`src/rtl/vio_panel_bridge.sv`:
```
// Virtual-I/O front end: synchronises and debounces raw pad inputs, flags their edges,
// and offers a once-per-refresh snapshot of the core output bus over valid/ready.
module vio_panel_bridge #(
  parameter int IN_W        = 43,
  parameter int OUT_W       = 82,
  parameter int LED_W       = 3,
  parameter int REFRESH_DIV = 1000,
  parameter int DEBOUNCE    = 3
) (
  input  logic             clk,
  input  logic             rst,
  input  logic [IN_W-1:0]  pad_in,
  input  logic [OUT_W-1:0] out_data,
  input  logic [IN_W-1:0]  clr_flags,
  input  logic             snap_ready,
  output logic             refresh_o,
  output logic [IN_W-1:0]  in_stable,
  output logic [IN_W-1:0]  in_rise,
  output logic [IN_W-1:0]  in_fall,
  output logic             irq,
  output logic [LED_W-1:0] leds,
  output logic [OUT_W-1:0] out_snap,
  output logic             snap_valid,
  output logic [7:0]       overrun_cnt
);

  localparam int PW = (REFRESH_DIV > 1) ? $clog2(REFRESH_DIV) : 1;
  localparam int CW = $clog2(DEBOUNCE + 1);

  typedef enum logic {IDLE, HOLD} snap_state_t;

  logic [PW-1:0]   pre;
  logic            refresh;
  logic [IN_W-1:0] sync1;
  logic [IN_W-1:0] sync2;
  logic [CW-1:0]   cnt [IN_W];
  logic [IN_W-1:0] commit;
  snap_state_t     state;
  snap_state_t     state_next;
  logic            load;
  logic            overrun_inc;

  assign refresh   = (pre == PW'(REFRESH_DIV - 1));
  assign refresh_o = refresh;

  // NOTE: sequential state always uses non-blocking assignments so every flop
  // samples the pre-edge value of its neighbours regardless of statement order.
  always_ff @(posedge clk or negedge rst) begin
    if (!rst) begin
      pre   <= '0;
      sync1 <= '0;
      sync2 <= '0;
    end else begin
      pre   <= refresh ? '0 : pre + 1'b1;
      sync1 <= pad_in;
      sync2 <= sync1;
    end
  end

  always_comb begin
    commit = '0;
    for (int i = 0; i < IN_W; i++) begin
      commit[i] = refresh && (sync2[i] != in_stable[i]) && (cnt[i] == CW'(DEBOUNCE - 1));
    end
  end

  // NOTE: the counter array is reset explicitly so a reset mid-debounce discards
  // partial counts; arrays without that requirement would be left unreset.
  always_ff @(posedge clk or negedge rst) begin
    if (!rst) begin
      for (int i = 0; i < IN_W; i++) cnt[i] <= '0;
    end else if (refresh) begin
      for (int i = 0; i < IN_W; i++) begin
        if (sync2[i] == in_stable[i] || commit[i]) cnt[i] <= '0;
        else                                        cnt[i] <= cnt[i] + 1'b1;
      end
    end
  end

  // A new edge takes priority over a write-1-to-clear landing in the same cycle.
  always_ff @(posedge clk or negedge rst) begin
    if (!rst) begin
      in_stable <= '0;
      in_rise   <= '0;
      in_fall   <= '0;
      irq       <= 1'b0;
      leds      <= '0;
    end else begin
      in_stable <= (in_stable & ~commit) | (sync2 & commit);
      in_rise   <= (in_rise & ~clr_flags) | (commit & sync2);
      in_fall   <= (in_fall & ~clr_flags) | (commit & ~sync2);
      irq       <= |(in_rise | in_fall);
      leds      <= in_stable[LED_W-1:0];
    end
  end

  // NOTE: every always_comb output gets a default first so no path leaves it
  // unassigned, which would otherwise infer a latch.
  always_comb begin
    state_next  = state;
    load        = 1'b0;
    overrun_inc = 1'b0;
    case (state)
      IDLE: begin
        if (refresh) begin
          load       = 1'b1;
          state_next = HOLD;
        end
      end
      HOLD: begin
        if (refresh) begin
          load        = 1'b1;
          overrun_inc = !snap_ready;
        end else if (snap_ready) begin
          state_next = IDLE;
        end
      end
      default: state_next = IDLE;
    endcase
  end

  always_ff @(posedge clk or negedge rst) begin
    if (!rst) begin
      state       <= IDLE;
      out_snap    <= '0;
      overrun_cnt <= '0;
    end else begin
      state <= state_next;
      if (load) out_snap <= out_data;
      if (overrun_inc && overrun_cnt != 8'hFF) overrun_cnt <= overrun_cnt + 1'b1;
    end
  end

  assign snap_valid = (state == HOLD);

endmodule

```
`config.mk`:
```
export PLATFORM = sky130hd
export DESIGN_NAME = vio_panel_bridge
export DESIGN_NICKNAME = d
export VERILOG_FILES = /design/src/rtl/vio_panel_bridge.sv
export SDC_FILE = /design/constraint.sdc
export NUM_CORES = 1
export LEC_CHECK = 0
export CAP_MARGIN = 10
export CORE_MARGIN = 3
export CORE_UTILIZATION = 45
export DETAILED_ROUTE_END_ITERATION = 10
export MAX_ROUTING_LAYER = met4
export PLACE_DENSITY_LB_ADDON = 0.08
export SLEW_MARGIN = 15
export SYNTH_ARGS = -nofsm -noshare
export SYNTH_HDL_FRONTEND = slang
export SYNTH_SLANG_ARGS = --single-unit
```
`constraint.sdc`:
```
create_clock -name clk -period 2.38 [get_ports clk]
set_input_delay 0.714 -clock clk [delete_from_list [all_inputs] [get_ports clk]]
set_output_delay 0.714 -clock clk [all_outputs]
set_load 0.1 [all_outputs]
```
After elaboration in Yosys (flattened, before gate mapping)
Cells that the tools add are included. Widths: inputs -> output; s select.

Register bits after elaboration: 406. Latch bits: 0. RAM bits: 0. Bits in read-only memories: 0. Input port bits: 171. Output and inout port bits: 225. Word-level logic and storage cells: 425. Memories: 0.

Add/sub/neg operators: 45. Multiply operators: 0. Div/mod/pow operators: 0. Magnitude comparators: 0. Equal/unequal tests: 131. Shift operators: 0. Mux-type cells: 50. Bitwise logic cells: 13. Reductions and logical operators: 132.

Operator list (number): $and 43x43->43 (5); $or 43x43->43 (4); $not 43->43 (3); $logic_and 1x1->1 (87); $add 2x1->2 const B (43); $eq 2x2->1 const B (43); $mux 2 (43); $eq 1x1->1 (43); $logic_or 1x1->1 (43); $ne 1x1->1 (43); $reduce_or 43->1 (1); $add 10x1->10 const B (1); $eq 10x10->1 const B (1); $mux 10 (1); $add 8x1->8 const B (1); $ne 8x8->1 const B (1); $mux 1 (5); $pmux 1 s2 (1); $logic_not 1->1 (1); $not 1->1 (1).

Depth between registers and ports, before layout
Gate-level depths: netlist of run 1.

Word-level depth: 6. Mapped depth: 10. Depth with buffers taken out: 6.

Worst setup path after synthesis of run 1
Ideal clock, no wire load.

Path type: register -> output. From: reg pre[0]. To: out refresh_o. Data arrival time: 1896 ps. Data required time: 1666 ps. Setup slack: -230 ps. Cell stages (with the launch flop): 9. Buffers on the path: 4. Cells stage by stage: dfrtp_1 -> ha_1 -> nand3b_1 -> or3_1 -> buf_2 -> clkinv_2 -> buf_12 -> buf_2 -> buf_4.

Cells in the longest elaborated chain, start to end: 1.

RTL lines: start: declaration (line 32) `logic [PW-1:0] pre;`; start signal: assignment (line 54) `pre <= refresh ? '0 : pre + 1'b1;`; $eq 10x10->1 (line 43) `assign refresh = (pre == PW'(REFRESH_DIV - 1));`; end: declaration (line 16) `output logic refresh_o,`.

Every way passes these cells.

Worst setup path after layout of run 1
From: reg pre[1]. To: out refresh_o.

The elaborated chain is that of the path after synthesis.

==> key figures, run 1 <==
STA
  – Final WS setup: -187 ps
  – Max-slew headroom: 0.581
  – # setup viols final: 1
  – Final Skew: 11.9 ps
  – Fmax: 0.390 GHz
  – Final Slew Violations: 0
  – Worst-margin pin slew: 623 ps
  – Tcrit/Tclk final: 1.08
  – Tmin final: 2570 ps
  – Final-report hold violation count: 0
  – RSZ-0062 raised after global routing: true

Logic synthesis
  – Count of state elements after synthesis: 406
  – Post-synth top area share: 0.631
  – Post-Syn Instances: 1431
  – Synth Area in XOR/XNOR: 0.00599
  – Sequential fraction of the synthesis area: 0.631
  – Largest family of logic cells by synthesized area: simple AND/OR/NAND/NOR gates
  – Yosys warns: 0
  – Syn_nets: 1647
  – Distinct cell type count of the synthesized netlist: 41
  – Post-synthesis mux area share: 0.0338
  – Mapped Area: 0.0161 sq mm
  – Compound-gate portion of the synthesized area: 0.0900
  – Post-Synth Adder-Cell Area: 0.0350
  – Avg Cell Area, Syn: 11.2 sq um
  – Synth top area cells: dfrtp_1 63%, nand2_1 7.6%, ha_1 3.5%, nand2b_1 3.4%, o22ai_1 3.3%
  – Post-synthesis simple-gate area fraction: 0.157
  – Synth area leader: dfrtp_1

Pwr
  – Net Switching: 0.00295 W
  – Peak VDD IR: 0.503 mV
  – Clock power share: 0.487
  – Combinational share of power: 0.038
  – Power Total: 0.0147 W
  – Total power divided by cell area: 673 mW/mm^2
  – Int Power: 0.0118 W
  – Sw frac: 0.200
  – Leakage Power: 10.4 nW
  – Seq pwr share: 0.476

Floorplan
  – Total Die Area: 0.0381 sq mm
  – FP Rows: 68
  – Initial core utilization: 0.461
  – Core Area: 0.0349 sq mm
  – Chip width: 195 microns
  – Die Ht: 195 microns
  – Boundary Pins: 396

Clock tree
  – Clock root buffer: clkbuf_16
  – Worst-path clk slew: 60 ps
  – Worst-Skew Late Latency: 530 ps
  – Clock Path Buffers: 3
  – Post-CTS Hold Buffers: 0
  – CTS H-tree lvls: 2
  – CTS tree: built
  – Clk sinks: 406
  – Num CTS Buffers: 43

Place
  – DP Area: 0.0202 sq mm
  – RD Place Congestion: 0.793
  – Post-DP HPWL: 29.9 mm
  – I/O Buffers: 395

Drt
  – ANT nets after route: 0
  – Via count: 11924
  – Post-Route WL: 41.5 mm
  – DRC viols: 0
  – Initial DRC count: 506
  – Via density: 5.07
  – WL per Instance: 17.6 microns
  – Drt pass-1 iters: 5

Layout
  – Final instance area: 0.0219 sq mm
  – Reg area: 0.0102 sq mm
  – Layout cell share with drive strength beyond 1: 0.211
  – Nets@finish: 2080
  – Most common library cell in the layout ignoring fill and taps: dfrtp_1
  – Multi-input combinational cell area: 0.00522 sq mm
  – Most frequent cells in the layout: 405 x dfrtp_1, 320 x nand2_1, 243 x buf_4
  – P&R area growth vs syn: 36.1%
  – FILL cells: 2889

GRT
  – Global-route wire length before repair: 65.6 mm
  – Largest net degree at the start of global routing: 104
  – GRT Resource Usage Total: 0.222
  – Vias in the first global route: 12188
  – Antenna violations before repair: 1
  – Grt total ovfl: 0

Run status
  – Status: finished, violations left
  – Failing checks: negative setup slack

Worst setup path
  – Reg-to-reg startpoint: pre[1]
  – CP endpoint kind: output pin
  – Crit-path max FO: 3
  – Arrival @ worst endpoint: 1850 ps
  – CP startpoint: pre[1]
  – Critical Path RT: 1670 ps
  – Setup CP Type: register to output pin
  – Setup crit start kind: register

Worst hold path
  – Hold WC Path Type: primary input to async pin

Job
  – Maxcap violations: 0
## metrics by stage
stage | hold slack, ps | setup TNS (ps) | instances | util | worst slack [ps]
2_1_floorplan | 331 | 0 | 1431 | - | 33.8
3_3_place_gp | 331 | 0 | 2265 | 0.579 | 63.0
3_5_place_dp | 335 | 0 | 2265 | 0.579 | 30.4
4_1_cts | 79.3 | -234 | 2349 | 0.626 | -234
5_1_grt | 92.1 | -271 | 2354 | 0.628 | -261
6_report | 87.0 | -187 | 2354 | 0.628 | -187
## power groups by stage
stage          Clock (W)  Sequential, W  Combinational (W)
2_1_floorplan          0        0.00713          0.0000758
3_3_place_gp           0        0.00713           0.000561
3_5_place_dp           0        0.00714           0.000566
4_1_cts          0.00735        0.00701           0.000569
5_1_grt          0.00763        0.00702           0.000611
6_report         0.00717        0.00701           0.000554
## final cells by class
cell class,instances,share of cell area
diodes,1,0.000114
clock buffers,67,0.0625
clock inverters,12,0.00846
inverters,130,0.0226
multi-input cells,852,0.238
flip-flops and latches,406,0.464
well taps,455,0.0260
repair buffers,431,0.178
## per-layer routing
metal	share of wire	global-route usage	vias up
met5	0	-	-
met4	0.017	0.0515	0
li1	-	-	5672
met2	0.49	0.369	335
met3	0.063	0.0464	55
met1	0.42	0.282	5862
## cells in the mapped netlist
| library cell | number |
|---|---|
| a21o_1 | 43 |
| a21oi_1 | 2 |
| a22o_1 | 1 |
| a31oi_1 | 1 |
| a41oi_1 | 2 |
| and2_1 | 1 |
| and3_1 | 1 |
| and4_1 | 1 |
| buf_12 | 2 |
| buf_2 | 11 |
| buf_4 | 10 |
| buf_8 | 1 |
| clkbuf_1 | 19 |
| clkinv_2 | 1 |
| dfrtp_1 | 406 |
| ha_1 | 45 |
| inv_1 | 129 |
| mux2_1 | 6 |
| mux2_2 | 29 |
| mux2_4 | 10 |
| nand2_1 | 325 |
| nand2_2 | 6 |
| nand2_4 | 10 |
| nand2b_1 | 88 |
| nand3_1 | 5 |
| nand3b_1 | 1 |
| nand4_1 | 8 |
| nand4_2 | 1 |
| nand4b_1 | 2 |
| nor2_1 | 10 |
| nor2b_1 | 1 |
| nor3_1 | 2 |
| nor4_1 | 22 |
| nor4_2 | 1 |
| o21ai_0 | 43 |
| o21bai_1 | 1 |
| o22ai_1 | 86 |
| o31ai_1 | 43 |
| or3_1 | 44 |
| xnor2_1 | 9 |
| xor2_1 | 2 |
## worst max-delay path, stage by stage (launching register included)
cell,delay [ps]
dfrtp_1,410
ha_4,160
nand3b_1,90
or3_4,420
inv_8,70
buf_12,160
## logic make-up (layout without fill, tap and decap cells)
| family | Yosys count | in the layout |
|---|---|---|
| AOI/OAI and AO/OA | 222 | 222 |
| xor gates and xnor gates | 11 | 11 |
| adders and majority gates | 45 | 45 |
| buffers and inverters | 173 | 640 |
| DFF | 406 | 406 |
| muxes | 45 | 45 |
| other | 0 | 1 |
| and+or+nand+nor | 529 | 529 |
## path summary, 6_finish.rpt
kind	cells past startpoint	slack, ps	to
max	5	-190	refresh_o
min	1	90	sync1[27]
max reg2reg	9	80	register
min reg2reg	0	350	sync2[1]
max in group asynchronous	2	1530	cnt[39]
min in group clk	0	350	sync2[1]
## repair_timing
| action | 4_1_cts | 5_1_grt |
|---|---|---|
| gates resized for setup | 3 | 8 |
| pin swaps | 2 | 2 |
| cloned | 0 | 1 |
| endpoints found under the setup margin | 1 | 5 |
| buffers inserted | 5 | 3 |
Note: power is estimated with default switching activity, not from simulation.
==> run 2, diff against run 1 <==
--- a/config.mk
+++ b/config.mk
@@ -5,6 +5,7 @@
 export SDC_FILE = /design/constraint.sdc
 export NUM_CORES = 1
 export LEC_CHECK = 0
+export ABC_AREA = 1
 export CAP_MARGIN = 10
 export CORE_MARGIN = 3
 export CORE_UTILIZATION = 45
==> run 2 against run 1 <==
Clock power is 8.8% lower. Critical endpoint unchanged. Core utilization down 0.22 points. Combinational power up 2%. Final area rose by 2.8%. Sequential cell count unchanged. The run now ends clean. Register-to-register slack about the same. Synthesized cell count increased by 25%. Sequential share of layout area shrank 1.3 points. Largest cell class unchanged. Via count is 10% higher. Highest routed layer unchanged. Clock skew increased by 7.2 ps. Sequential power is essentially flat.
==> key figures, run 2 <==
Logic synthesis
  – Distinct cell type count of the synthesized netlist: 26 (-37%)
  – Syn_nets: 2011 (+22%)
  – Mapped Area: 0.0167 sq mm (+3.5%)
  – Main synth FF type: dfrtp_1
  – Synth top area cells: dfrtp_1 61%, nand2_1 14%, inv_1 4.2%, nor2_1 3.4%, ha_1 3.4%
  – Yosys warns: 0 (unchanged)
  – Sequential fraction of the synthesis area: 0.610 (-0.0215)
  – Most frequent cell after synthesis: nand2_1
  – Synth area leader: dfrtp_1
  – EDFF count, synth: 0 (unchanged)
  – Top cells by count, synth: 632 x nand2_1, 406 x dfrtp_1, 187 x inv_1
  – Count of state elements after synthesis: 406 (unchanged)
  – Post-synth ARST share: 1.00 (unchanged)
  – Post-synth top area share: 0.610 (-0.0215)
  – Post-Syn Instances: 1795 (+25%)
  – Avg Cell Area, Syn: 9.28 sq um (-17%)

Place
  – RD Place Congestion: 0.807 (+1.8%)
  – DP Worst Slack: 311 ps (+281 ps)
  – Post-DP HPWL: 29.6 mm (-1.1%)
  – # placed instances: 2628 (+16%)
  – I/O Buffers: 395 (unchanged)
  – DP Area: 0.0207 sq mm (+2.5%)

Clock tree
  – CTS tree: built
  – CTS H-tree lvls: 2 (unchanged)
  – Worst-path clk slew: 60 ps (about the same)
  – Post-CTS Hold Buffers: 0 (unchanged)
  – Clock Path Buffers: 3 (unchanged)
  – Clock root buffer: clkbuf_16
  – Worst-Skew Late Latency: 560 ps (+30 ps)
  – Clk sinks: 406 (unchanged)
  – Num CTS Buffers: 44 (+2.3%)

STA
  – Worst hold slack: 71.7 ps (-15.4 ps)
  – Max-slew headroom: 0.618 (+0.0368)
  – Tmin final: 2330 ps (-241 ps)
  – Worst-margin pin slew: 571 ps (-51.6 ps)
  – Final Skew: 19.1 ps (+7.19 ps)
  – Final-report hold violation count: 0 (unchanged)
  – Tcrit/Tclk final: 0.977 (-0.101)
  – # setup viols final: 0 (-1)
  – Final WS setup: 53.6 ps (+241 ps)
  – Fmax: 0.430 GHz (+10%)
  – Final Slew Violations: 0 (unchanged)
  – RSZ-0062 raised after global routing: true

Drt
  – Drt pass-1 iters: 4 (-1)
  – Post-Route WL: 42.6 mm (+2.6%)
  – ANT nets after route: 0 (unchanged)
  – Via count: 13142 (+10%)
  – Initial DRC count: 579 (+14%)
  – WL per Instance: 15.6 microns (-12%)
  – DRC viols: 0 (unchanged)
  – Via density: 4.81 (-5.1%)

Worst setup path
  – Setup CP Type: register to output pin
  – CP endpoint kind: output pin
  – Arrival @ worst endpoint: 1610 ps (-240 ps)
  – Critical Path RT: 1670 ps (about the same)
  – Setup slack, reg-to-reg: 70 ps (about the same)
  – Setup crit start kind: register
  – Crit-path max FO: 2 (-1)

GRT
  – Grt total ovfl: 0 (unchanged)
  – Global-route wire length before repair: 65.1 mm (-0.66%)
  – GRT Resource Usage Total: 0.213 (-0.00905)
  – Largest net degree at the start of global routing: 64 (-38%)
  – Vias in the first global route: 12834 (+5.3%)
  – Antenna violations before repair: 0 (-1)

Floorplan
  – Initial core utilization: 0.463 (+0.00143)
  – Core Area: 0.0360 sq mm (+3.2%)
  – Boundary Pins: 396 (unchanged)
  – Chip width: 198 microns (+1.7%)
  – Die Ht: 198 microns (+1.7%)
  – FP Rows: 69 (+1.5%)
  – Total Die Area: 0.0394 sq mm (+3.4%)

Layout
  – Most common library cell in the layout ignoring fill and taps: nand2_1
  – Nets@finish: 2460 (+18%)
  – Finished Layout Cells: 2733 (+16%)
  – Layout cell share with drive strength beyond 1: 0.190 (-0.0211)
  – Reg area: 0.0102 sq mm (about the same)
  – Final instance area: 0.0225 sq mm (+2.8%)
  – Most frequent cells in the layout: 628 x nand2_1, 406 x dfrtp_1, 250 x buf_4
  – Final Core Density: 0.626 (-0.00218)
  – P&R area growth vs syn: 35.2%
  – ANT cells: 0 (-1)
  – FILL cells: 3001 (+3.9%)
  – Multi-input combinational cell area: 0.00561 sq mm (+7.6%)

Worst hold path
  – Hold WC Path Type: primary input to async pin

Run status
  – Status: finished, final reports clean

Pwr
  – Peak VDD IR: 0.401 mV (-20%)
  – Total power divided by cell area: 626 mW/mm^2 (-6.9%)
  – Leakage Power: 11.6 nW (+12%)

Job
  – Maxcap violations: 0 (unchanged)
## run 2: cell types whose count changed after synthesis, moves of 43 or more
cell / change
nand2_1: +307
nor2_1: +143
nand3_1: +99
nand2b_1: -88
inv_1: +58
or3_1: -44
a21o_1: -43
o31ai_1: -43
or2_2: +43
## run 2: kinds of logic (layout without fill, tap and decap cells)
group                      count (synthesis)  in the layout  share of synthesized area
and+or+nand+nor                          972            974                      0.249
DFF                                      406            406                      0.610
buffers and inverters                    231            706                     0.0581
AOI/OAI and AO/OA                        136            136                     0.0470
adders and majority gates                 45             45                     0.0338
xor gates and xnor gates                   5              5                    0.00263
## run 2: final timing paths
path	from	end	cells after the start
hold reg to reg	sync1[25]	sync2[25]	0
hold / removal	rst	sync2[17]	1
setup / recovery	pre[0]	refresh_o	6
setup reg to reg	pre[8]	cnt[81]	15
min in group clk	sync1[25]	sync2[25]	0
max in group asynchronous	rst	in_rise[1]	2
## run 2: final cells by class
class	instances	area share
timing repair buffer	444	0.181
clock buffer	66	0.0584
multi-input combinational	1160	0.249
sequential	406	0.451
tap	461	0.0256
clock inverter	8	0.00317
inverter	188	0.0313
## run 2: routing by layer
| layer | share of wire | up-vias | GRT usage |
|---|---|---|---|
| met1 | 0.43 | 6254 | 0.265 |
| li1 | - | 6531 | - |
| met4 | 0.020 | 0 | 0.0574 |
| met3 | 0.061 | 65 | 0.0525 |
| met5 | 0 | - | - |
| met2 | 0.49 | 292 | 0.350 |
## run 2: power breakdown
| group | internal (W) | total (W) | switching, W |
|---|---|---|---|
| sequential | 0.00698 | 0.00700 | 0.0000196 |
| combinational | 0.000306 | 0.000567 | 0.000261 |
| clock | 0.00390 | 0.00654 | 0.00265 |
## run 2: worst max-delay path, cell delays in order, from the launching register on
cell	delay, ps
dfrtp_1	350
ha_2	210
nand2_4	50
inv_2	60
nand2_2	60
nor2_4	140
buf_12	190
## run 2: timing repair
action | in CTS | in global routing
setup buffers | 10 | 13
resized for setup | 11 | 11
gates cloned | 0 | 8
endpoints found under the setup margin | 1 | 161
pin swaps | 6 | 5
## run 2: stage by stage
stage / TNS, ps / power (W)
detailed placement: 0 / 0.00770
global placement: 0 / 0.00770
CTS: -46.9 / 0.0143
global route: -33.8 / 0.0147
finish: 0 / 0.0141
floorplan: 0 / 0.00720
==> run 3, diff against run 2 <==
--- a/config.mk
+++ b/config.mk
@@ -8,7 +8,8 @@
 export ABC_AREA = 1
 export CAP_MARGIN = 10
 export CORE_MARGIN = 3
-export CORE_UTILIZATION = 45
+export CORE_UTILIZATION = 47
+export CTS_BUF_LIST = sky130_fd_sc_hd__clkbuf_4 sky130_fd_sc_hd__clkbuf_8
 export DETAILED_ROUTE_END_ITERATION = 10
 export MAX_ROUTING_LAYER = met4
 export PLACE_DENSITY_LB_ADDON = 0.08
==> run 3 against run 2 <==
First-iteration DRC count decreased by 12%. Largest power group unchanged. Clock power increased by 0.6%. Worst hold slack got worse by 4.9 ps. Sequential share of layout area increased by 0.49 points. Die area decreased by 4.1%. Non-clock buffer count decreased by 15. Global-route usage increased by 1.2 points. Clock skew decreased by 1.9 ps. Largest cell class unchanged. Cell count increased by 0.91%. Worst setup slack got worse by 7.8 ps. Critical path type unchanged. Maximum frequency decreased by 0.34%. Core utilization increased by 1.6 points.
==> key figures, run 3 (synthesis results as in run 2) <==
GRT
  – Antenna violations before repair: 1 (+1)
  – Vias in the first global route: 13199 (+2.8%)
  – Grt total ovfl: 0 (unchanged)
  – GRT Resource Usage Total: 0.224 (+0.0115)
  – Largest net degree at the start of global routing: 94 (+47%)
  – Global-route wire length before repair: 66.9 mm (+2.7%)

Floorplan
  – Chip width: 194 microns (-2.1%)
  – Core Area: 0.0347 sq mm (-3.6%)
  – Boundary Pins: 396 (unchanged)
  – Initial core utilization: 0.480 (+0.0172)
  – FP Rows: 68 (-1.4%)
  – Die Ht: 194 microns (-2.1%)
  – Total Die Area: 0.0377 sq mm (-4.1%)

Drt
  – Max layer used: met4
  – Metal3 WL: 2.64 mm (+1.1%)
  – Via density: 4.79 (-0.36%)
  – Via count: 13214 (+0.55%)
  – Drt pass-1 iters: 8 (+4)
  – Post-Route WL: 41.0 mm (-3.8%)
  – ANT nets after route: 0 (unchanged)
  – Initial DRC count: 510 (-12%)
  – Met2 WL post-DR: 19.4 mm (-7.6%)
  – WL per Instance: 14.9 microns (-4.7%)
  – WL met1: 17.8 mm (-2.1%)
  – DRC viols: 0 (unchanged)

STA
  – Fmax: 0.428 GHz (-0.34%)
  – Worst-margin pin slew: 524 ps (-47.0 ps)
  – Final Slew Violations: 0 (unchanged)
  – RSZ-0062 raised after global routing: true
  – Tcrit/Tclk final: 0.981 (+0.00329)
  – Max-slew headroom: 0.651 (+0.0328)
  – Final-report hold violation count: 0 (unchanged)
  – Final WS setup: 45.8 ps (-7.82 ps)
  – Tmin final: 2330 ps (+7.82 ps)
  – # setup viols final: 0 (unchanged)
  – Worst hold slack: 66.7 ps (-4.94 ps)
  – Final Skew: 17.2 ps (-1.86 ps)

Clock tree
  – Num CTS Buffers: 69 (+57%)
  – Clock root buffer: clkbuf_8
  – Worst-Skew Late Latency: 590 ps (+30 ps)
  – CTS H-tree lvls: 3 (+1)
  – Worst-path clk slew: 60 ps (about the same)
  – Clock Path Buffers: 3 (unchanged)
  – CTS tree: built
  – Clk sinks: 406 (unchanged)
  – Post-CTS Hold Buffers: 0 (unchanged)

Place
  – RD Place Congestion: 0.818 (+1.4%)
  – # placed instances: 2629 (+0.038%)
  – DP Worst Slack: 233 ps (-78.0 ps)
  – I/O Buffers: 395 (unchanged)
  – Post-DP HPWL: 29.2 mm (-1.1%)

Worst setup path
  – Setup CP Type: register to output pin
  – Setup slack, reg-to-reg: 330 ps (+260 ps)
  – Arrival @ worst endpoint: 1620 ps (about the same)
  – Setup crit start kind: register
  – CP endpoint kind: output pin
  – Crit-path max FO: 2 (unchanged)
  – Critical Path RT: 1670 ps (about the same)

Pwr
  – Total power divided by cell area: 636 mW/mm^2 (+1.5%)
  – Leakage Power: 11.6 nW (-0.51%)
  – Power Total: 0.0142 W (+0.38%)
  – Peak VDD IR: 0.376 mV (-6.2%)

Layout
  – FILL cells: 2930 (-2.4%)
  – Finished Layout Cells: 2758 (+0.91%)
  – P&R area growth vs syn: 33.8%
  – Layout cell share with drive strength beyond 1: 0.202 (+0.0119)
  – Most common library cell in the layout ignoring fill and taps: nand2_1
  – Nets@finish: 2468 (+0.33%)
  – Most frequent cells in the layout: 629 x nand2_1, 406 x dfrtp_1, 248 x buf_4

Job
  – Maxcap violations: 0 (unchanged)

Run status
  – Status: finished, final reports clean

Worst hold path
  – Hold WC Path Type: primary input to async pin
run 3: cell types whose count changed in the layout (fill, tap and decap cells not counted), moves of 5 or more:
cell	delta
clkbuf_1	-10
clkbuf_16	-51
clkbuf_4	+18
clkbuf_8	+82
nor2_1	+5
run 3: final timing paths:
check                          start           end  cells past startpoint
max                           pre[8]     refresh_o                      5
min                              rst   in_fall[35]                      1
max reg2reg                   pre[8]       cnt[81]                      9
min reg2reg                sync1[25]     sync2[25]                      0
max in group asynchronous        rst  out_snap[51]                      2
min in group clk           sync1[25]     sync2[25]                      0
run 3: power by group:
group / leakage, nW / internal (W) / switching (W) / total (W)
clock network: 0.801 / 0.00386 / 0.00272 / 0.00658
logic: 5.72 / 0.000316 / 0.000264 / 0.000580
registers: 5.03 / 0.00698 / 0.0000200 / 0.00700
run 3: area by class of cell:
| cell class | count | area (sq um) | area share |
|---|---|---|---|
| repair buffers | 429 | 3790 | 0.170 |
| flip-flops and latches | 406 | 10200 | 0.456 |
| clock inverters | 10 | 75.1 | 0.00337 |
| diodes | 1 | 2.50 | 0.000112 |
| multi-input cells | 1158 | 5570 | 0.250 |
| well taps | 455 | 569 | 0.0255 |
| clock buffers | 111 | 1420 | 0.0635 |
| inverters | 188 | 706 | 0.0317 |
run 3: what timing repair did:
action                                  4_1_cts  5_1_grt
gates resized for setup                       8        0
pin swaps                                     5        0
endpoints found under the setup margin        1        1
buffers inserted                              7        0
run 3: stage by stage:
step	setup TNS (ps)	instance area, sq um	utilization
after global placement	0	20700	0.597
after detailed placement	0	20700	0.597
after CTS	-4.16	22300	0.642
after global routing	-80.2	22300	0.642
final	0	22300	0.642
after floorplan	0	16700	-
run 3: per-layer routing:
layer,GRT usage,up-vias
met5,-,-
met3,0.0622,77
li1,-,6550
met4,0.0739,0
met1,0.283,6250
met2,0.353,337
run 3: worst max-delay path: stages (launching register included):
cell and delay [ps]:
dfrtp_1 350, nand2_1 90, nor2_2 160, nand2_2 80, nor2_4 160, buf_12 190
